File: config.mk
export PLATFORM = sky130hd
export DESIGN_NAME = triumph_wb_ctrl
export DESIGN_NICKNAME = d
export VERILOG_FILES = /design/src/rtl/triumph_pkg.sv /design/src/rtl/triumph_wb_fifo.sv /design/src/rtl/triumph_wb_ctrl.sv
export SDC_FILE = /design/constraint.sdc
export NUM_CORES = 1
export LEC_CHECK = 0
export CAP_MARGIN = 5
export CORE_MARGIN = 2
export CORE_UTILIZATION = 52
export CTS_CLUSTER_SIZE = 30
export DETAILED_ROUTE_END_ITERATION = 6
export PLACE_DENSITY = 0.81
export RECOVER_POWER = 100
export SLEW_MARGIN = 20
export SYNTH_ARGS = -nofsm -noshare
export SYNTH_HDL_FRONTEND = slang
export SYNTH_SLANG_ARGS = --single-unit
File: constraint.sdc
create_clock -name clk_i -period 4.7 [get_ports clk_i]
set_clock_uncertainty 0.2 [all_clocks]
set_input_delay 1.41 -clock clk_i [delete_from_list [all_inputs] [get_ports clk_i]]
set_output_delay 1.41 -clock clk_i [all_outputs]
set_load 0.01 [all_outputs]
File: src/rtl/triumph_pkg.sv
// Shared constants and types for the integer register-file writeback controller.
package triumph_pkg;

    localparam int unsigned DATA_W_DEFAULT = 32;
    localparam int unsigned ADDR_W_DEFAULT = 5;
    localparam int unsigned NUM_REGS       = 2 ** ADDR_W_DEFAULT;
    localparam int unsigned REG_ZERO       = 0;

    typedef struct packed {
        logic [ADDR_W_DEFAULT-1:0] rd;
        logic [DATA_W_DEFAULT-1:0] data;
    } wb_entry_t;

endpackage

File: src/rtl/triumph_wb_fifo.sv
// Small shift-register FIFO holding EX results; slot 0 is always the head, so
// the valid bits are a thermometer of the count and every rd is visible for hazards.
module triumph_wb_fifo
    import triumph_pkg::*;
#(
    parameter int unsigned BUF_DEPTH = 2,
    parameter int unsigned ADDR_W    = ADDR_W_DEFAULT,
    parameter type         entry_t   = wb_entry_t,
    localparam int unsigned CntW     = $clog2(BUF_DEPTH + 1)
) (
    input  logic                             clk_i,
    input  logic                             rst_i,
    input  logic                             push_i,
    input  entry_t                           push_entry_i,
    input  logic                             pop_i,
    output entry_t                           head_o,
    output logic [CntW-1:0]                  count_o,
    output logic [BUF_DEPTH-1:0][ADDR_W-1:0] rd_o,
    output logic [BUF_DEPTH-1:0]             valid_o
);

    entry_t [BUF_DEPTH-1:0] mem_q, mem_d;
    logic   [CntW-1:0]      cnt_q, cnt_d;

    always_comb begin
        mem_d = mem_q;
        cnt_d = cnt_q;
        if (pop_i && (cnt_q != '0)) begin
            for (int i = 0; i < int'(BUF_DEPTH) - 1; i++) begin
                mem_d[i] = mem_q[i + 1];
            end
            cnt_d = cnt_q - CntW'(1);
        end
        // Push lands after any pop, so a simultaneous push/pop keeps the count.
        if (push_i && (cnt_d < CntW'(BUF_DEPTH))) begin
            for (int i = 0; i < int'(BUF_DEPTH); i++) begin
                if (CntW'(i) == cnt_d) begin
                    mem_d[i] = push_entry_i;
                end
            end
            cnt_d = cnt_d + CntW'(1);
        end
    end

    always_ff @(posedge clk_i) begin
        if (!rst_i) begin
            mem_q <= '0;
            cnt_q <= '0;
        end else begin
            mem_q <= mem_d;
            cnt_q <= cnt_d;
        end
    end

    always_comb begin
        for (int i = 0; i < int'(BUF_DEPTH); i++) begin
            rd_o[i]    = mem_q[i].rd;
            valid_o[i] = CntW'(i) < cnt_q;
        end
    end

    assign head_o  = mem_q[0];
    assign count_o = cnt_q;

endmodule

File: src/rtl/triumph_wb_ctrl.sv
// Register-file write-port owner: arbitrates LSU loads over buffered EX results,
// tracks outstanding loads and reports RAW/WAW hazards to decode.
module triumph_wb_ctrl
    import triumph_pkg::*;
#(
    parameter int unsigned DATA_W    = DATA_W_DEFAULT,
    parameter int unsigned ADDR_W    = ADDR_W_DEFAULT,
    parameter int unsigned BUF_DEPTH = 2
) (
    input  logic                   clk_i,
    input  logic                   rst_i,
    input  logic                   ex_valid_i,
    output logic                   ex_ready_o,
    input  logic [ADDR_W-1:0]      ex_rd_i,
    input  logic [DATA_W-1:0]      ex_data_i,
    input  logic                   lsu_valid_i,
    input  logic [ADDR_W-1:0]      lsu_rd_i,
    input  logic [DATA_W-1:0]      lsu_data_i,
    input  logic                   pend_set_i,
    input  logic [ADDR_W-1:0]      pend_rd_i,
    input  logic [ADDR_W-1:0]      id_rs1_i,
    input  logic [ADDR_W-1:0]      id_rs2_i,
    input  logic [ADDR_W-1:0]      id_rd_i,
    output logic                   hazard_o,
    output logic [2**ADDR_W-1:0]   pend_mask_o,
    output logic                   rf_we_o,
    output logic [ADDR_W-1:0]      rf_waddr_o,
    output logic [DATA_W-1:0]      rf_wdata_o
);

    localparam int unsigned NumRegs = 2 ** ADDR_W;
    localparam int unsigned CntW    = $clog2(BUF_DEPTH + 1);
    localparam logic [ADDR_W-1:0] ZeroIdx = ADDR_W'(REG_ZERO);

    typedef struct packed {
        logic [ADDR_W-1:0] rd;
        logic [DATA_W-1:0] data;
    } entry_t;

    entry_t                           fifo_head, push_entry, sel;
    logic   [CntW-1:0]                fifo_cnt;
    logic   [BUF_DEPTH-1:0][ADDR_W-1:0] fifo_rd;
    logic   [BUF_DEPTH-1:0]           fifo_valid;
    logic                             push, pop, sel_valid;
    logic                             lsu_wr, ex_wr, fifo_busy;
    logic                             rf_we_q, rf_we_d;
    logic   [ADDR_W-1:0]              rf_waddr_q, rf_waddr_d;
    logic   [DATA_W-1:0]              rf_wdata_q, rf_wdata_d;
    logic   [NumRegs-1:0]             pend_q, pend_d;
    logic   [2:0][ADDR_W-1:0]         id_idx;

    triumph_wb_fifo #(
        .BUF_DEPTH (BUF_DEPTH),
        .ADDR_W    (ADDR_W),
        .entry_t   (entry_t)
    ) u_fifo (
        .clk_i        (clk_i),
        .rst_i        (rst_i),
        .push_i       (push),
        .push_entry_i (push_entry),
        .pop_i        (pop),
        .head_o       (fifo_head),
        .count_o      (fifo_cnt),
        .rd_o         (fifo_rd),
        .valid_o      (fifo_valid)
    );

    // Registered count only: a pop this cycle does not free a slot until next cycle.
    assign ex_ready_o = rst_i && (fifo_cnt < CntW'(BUF_DEPTH));

    always_comb begin
        lsu_wr     = lsu_valid_i && (lsu_rd_i != ZeroIdx);
        ex_wr      = ex_valid_i && ex_ready_o && (ex_rd_i != ZeroIdx);
        fifo_busy  = fifo_cnt != '0;
        push_entry = '{rd: ex_rd_i, data: ex_data_i};
        push       = ex_wr && (lsu_wr || fifo_busy);
        pop        = 1'b0;
        sel_valid  = 1'b0;
        sel        = '0;
        if (lsu_wr) begin
            sel_valid = 1'b1;
            sel       = '{rd: lsu_rd_i, data: lsu_data_i};
        end else if (fifo_busy) begin
            sel_valid = 1'b1;
            sel       = fifo_head;
            pop       = 1'b1;
        end else if (ex_wr) begin
            sel_valid = 1'b1;
            sel       = push_entry;
        end
    end

    always_comb begin
        rf_we_d    = sel_valid;
        rf_waddr_d = sel_valid ? sel.rd : rf_waddr_q;
        rf_wdata_d = sel_valid ? sel.data : rf_wdata_q;
        pend_d     = pend_q;
        if (lsu_wr) begin
            pend_d[lsu_rd_i] = 1'b0;
        end
        // Applied after the clear so a fresh load to the same register stays pending.
        if (pend_set_i && (pend_rd_i != ZeroIdx)) begin
            pend_d[pend_rd_i] = 1'b1;
        end
        pend_d[0] = 1'b0;
    end

    always_ff @(posedge clk_i) begin
        if (!rst_i) begin
            rf_we_q    <= 1'b0;
            rf_waddr_q <= '0;
            rf_wdata_q <= '0;
            pend_q     <= '0;
        end else begin
            rf_we_q    <= rf_we_d;
            rf_waddr_q <= rf_waddr_d;
            rf_wdata_q <= rf_wdata_d;
            pend_q     <= pend_d;
        end
    end

    assign id_idx = {id_rd_i, id_rs2_i, id_rs1_i};

    // The RF read port still returns the old value during the write cycle,
    // so the register being written right now also counts as a hazard.
    always_comb begin
        hazard_o = 1'b0;
        for (int s = 0; s < 3; s++) begin
            if (id_idx[s] != ZeroIdx) begin
                if (pend_q[id_idx[s]]) begin
                    hazard_o = 1'b1;
                end
                if (rf_we_q && (rf_waddr_q == id_idx[s])) begin
                    hazard_o = 1'b1;
                end
                for (int e = 0; e < int'(BUF_DEPTH); e++) begin
                    if (fifo_valid[e] && (fifo_rd[e] == id_idx[s])) begin
                        hazard_o = 1'b1;
                    end
                end
            end
        end
    end

    assign rf_we_o     = rf_we_q;
    assign rf_waddr_o  = rf_waddr_q;
    assign rf_wdata_o  = rf_wdata_q;
    assign pend_mask_o = pend_q;

endmodule
==> flow_metrics.env <==
export IMPL_status="finished with violations"
export IMPL_violations="DRC, capacitance limit, slew limit"
export IMPL_clk_pin_slew_worst_paths_ps=60
export IMPL_end_kind="primary output"
export IMPL_ys_top_cells_by_count="nand2_1 (149), dfxtp_1 (145), mux2i_1 (115)"
export IMPL_clockPowerShare_pct=31.4
export IMPL_synth_top_cell_by_area="dfxtp_1"
export IMPL_grt_max_degree=113
export IMPL_portBuffers=169
export IMPL_fin_setup_tns_ps=0
export IMPL_p_seq_share_pct=35.8
export IMPL_grt_pass1_wl_mm=36.3
export IMPL_syn_cell_area_um2=8210
export IMPL_synth_edff_count=0
export IMPL_grt_antenna_before_repair=0
export IMPL_vias=7306
export IMPL_drtAntennaViolNets=0
export IMPL_syn_num_nets=990
export IMPL_wl_per_cell_um=18.0
export IMPL_grt_ovfl_total=0
export IMPL_crit_path_max_fanout=6
export IMPL_maxSlewViolCount=113
export IMPL_filler_cell_count=1198
export IMPL_ys_seq_elements=145
export IMPL_yosysUniqueCellTypes=48
export IMPL_syn_area_per_cell_um2=9.26
export IMPL_max_slew_margin_pct=-22.5
export IMPL_first_pass_iters=7
export IMPL_cts_root_buffer="clkbuf_16"
export IMPL_clock_sinks=145
export IMPL_crit_type="in2out"
export IMPL_post_synth_top_count_cell="nand2_1"
export IMPL_grt_pass1_vias=7117
export IMPL_cts_buffers=17
export IMPL_synthArstFlopShare_pct=0
export IMPL_p_switching_mw=1.31
export IMPL_first_iter_violations=652
export IMPL_finalSetupViolCount=0
export IMPL_required_ps=3090
export IMPL_hold_depth=2
export IMPL_drive_above_1_share_pct=10.2
export IMPL_finalHoldViolations=0
export IMPL_placed_area_um2=10100
export IMPL_viasPerCell=5.79
export IMPL_gp_congestion=0.927
export IMPL_dieArea_um2=16800
export IMPL_dieWidth_um=130
export IMPL_syn_inst=887
export IMPL_drc=4
export IMPL_yosysSeqAreaShare_pct=35.3
export IMPL_grt_usage_pct=27.3
export IMPL_fin_cells=1261
export IMPL_rows=45
export IMPL_yosysTopAreaCellShare_pct=35.3
export IMPL_p_int_mw=2.80
export IMPL_busiest_layer="met2"
export IMPL_worst_pin_slew_ps=1840
export IMPL_clock_latency_ps=420
export IMPL_clk_path_buf_depth=2
export IMPL_syn2layout_area_growth_pct=30.4
export IMPL_die_y_um=130
export IMPL_final_nets=1141
export IMPL_use_met2_pct=43.4
export IMPL_tritoncts="yes"
export IMPL_hpwl_mm=15.6
export IMPL_ir_drop_mv=0.302
export IMPL_min_path_type="reg2reg"
export IMPL_cp_arrival_ps=3040
export IMPL_diodes=0
export IMPL_grtUsageMet3_pct=6.73
export IMPL_h_tree_depth=4
export IMPL_design_area_um2=10700
export IMPL_fin_crit_ps=4650
export IMPL_grt_util_met1_pct=36.1
export IMPL_synthTopCellsByArea="dfxtp_1 (35%), mux2i_1 (14%), nand2_1 (6.8%), a21boi_1 (5.9%), mux4_2 (5.8%)"
export IMPL_drv_cap=1
export IMPL_placed_cells=1226
export IMPL_start_kind="input port"
export IMPL_power_density_nw_per_um2=384
export IMPL_num_io_pins=171
export IMPL_wl_mm=22.7
export IMPL_pwr_share_comb_pct=32.8
export IMPL_swShare_pct=31.9
export IMPL_fmax_mhz=215
export IMPL_core_um2=15300
export IMPL_start_util_pct=53.6
export IMPL_post_route_period_util_pct=98.9
export IMPL_power_leakage_nw=4.90
export IMPL_synth_ff_type="dfxtp_1"
export IMPL_synth_warnings=0
export IMPL_rr_worst_depth=11
export IMPL_postLayoutCoreUtil_pct=69.9
## area by class of cell
class,instances,area [µm²],area share [%]
clock buffer,20,447,4.17
timing repair buffer,212,2040,19.0
clock inverter,11,115,1.08
sequential,145,2900,27.1
tap,211,264,2.47
multi-input combinational,658,4920,46.0
inverter,4,15.0,0.140
## cells in the final DEF (no fill, tap or decap), types with 4 or more instances in the layout
master,n
a21boi_0,60
a21boi_1,5
a21oi_1,7
a221oi_1,4
buf_4,35
buf_6,4
clkbuf_16,17
clkdlybuf4s50_1,85
clkinv_2,5
clkinvlp_4,4
dfxtp_1,145
dlygate4sd2_1,4
dlygate4sd3_1,71
inv_1,4
mux2_1,4
mux2i_1,115
mux4_2,21
nand2_1,149
nand2b_1,9
nand3_1,11
nand3b_1,6
nand4_1,4
nor2_1,19
nor2b_1,48
nor3_1,6
nor4_1,5
o211a_1,37
o211ai_1,32
o21ai_1,31
or3_1,5
xnor2_1,19
xor2_1,28
## cell families (layout without fill, tap and decap cells)
kind of cell	Yosys count	in the layout	share of synthesized area [%]
and+or+nand+nor	274	274	15.7
other	1	1	0.0457
DFF	145	145	35.3
xor gates and xnor gates	47	47	5.01
muxes	142	142	20.6
adders and majority gates	4	4	0.609
buffers and inverters	84	247	4.95
AOI/OAI and AO/OA	190	190	17.8
## worst paths after layout
| check | to | slack, ps | start |
|---|---|---|---|
| worst max register to register | u_fifo.mem_q[67]$_SDFFE_PN0P_ | 1230 | u_fifo.count_o[1]$_SDFF_PN0_ |
| worst min-delay path | rf_wdata_o[25]$_SDFFE_PN0P_ | 260 | rf_wdata_o[25]$_SDFFE_PN0P_ |
| worst min register to register | rf_wdata_o[25]$_SDFFE_PN0P_ | 260 | rf_wdata_o[25]$_SDFFE_PN0P_ |
| worst max-delay path | hazard_o | 50 | id_rs1_i[4] |
## power groups by stage
stage          clock, mW  combinational, mW  sequential [mW]
2_1_floorplan          0              0.912             1.50
3_3_place_gp           0               1.35             1.50
3_5_place_dp           0               1.38             1.50
4_1_cts             1.31               1.40             1.48
5_1_grt             1.36               1.47             1.49
6_report            1.29               1.35             1.47
## stage by stage
| step | total power [mW] | setup WS [ps] | hold WS (ps) |
|---|---|---|---|
| finish | 4.11 | 53.2 | 260 |
| global route | 4.32 | -2.96 | 281 |
| CTS | 4.18 | 11.5 | 254 |
| detailed placement | 2.88 | -800 | 245 |
| global placement | 2.85 | -729 | 236 |
| floorplan | 2.41 | 89.2 | 275 |
## routing by layer
| metal | part of all wire [%] | routed length, µm | vias to the layer above |
|---|---|---|---|
| li1 | - | - | 3467 |
| met1 | 43 | 9710 | 3445 |
| met2 | 46 | 10500 | 348 |
| met3 | 8.6 | 1960 | 46 |
| met4 | 2.2 | 504 | 0 |
| met5 | 0 | 0 | - |
## worst max-delay path, cell delays in order
cell             delay (ps)
clkdlybuf4s50_1         480
buf_6                   150
mux4_2                  300
nand3_1                 110
nand2_1                  70
o31ai_2                 250
nand4_1                 110
buf_2                   160
## timing repair
action / in CTS / in global routing
gates cloned: 0 / 0
setup buffers: 4 / 0
endpoints found under the hold margin: 0 / 0
endpoints found under the setup margin: 1 / 1
pin swaps: 2 / 4
resized for setup: 25 / 15
hold buffers: 0 / 0
## state kept, by name (all words and copies together), names as in the netlist
register and cells:
pend_mask_o 31, rf_waddr_o 5, rf_wdata_o 32, rf_we_o 1
u_fifo.count_o 2, u_fifo.head_o 37, u_fifo.mem_q 32, u_fifo.rd_o 5
(Power assumes the default switching activity.)
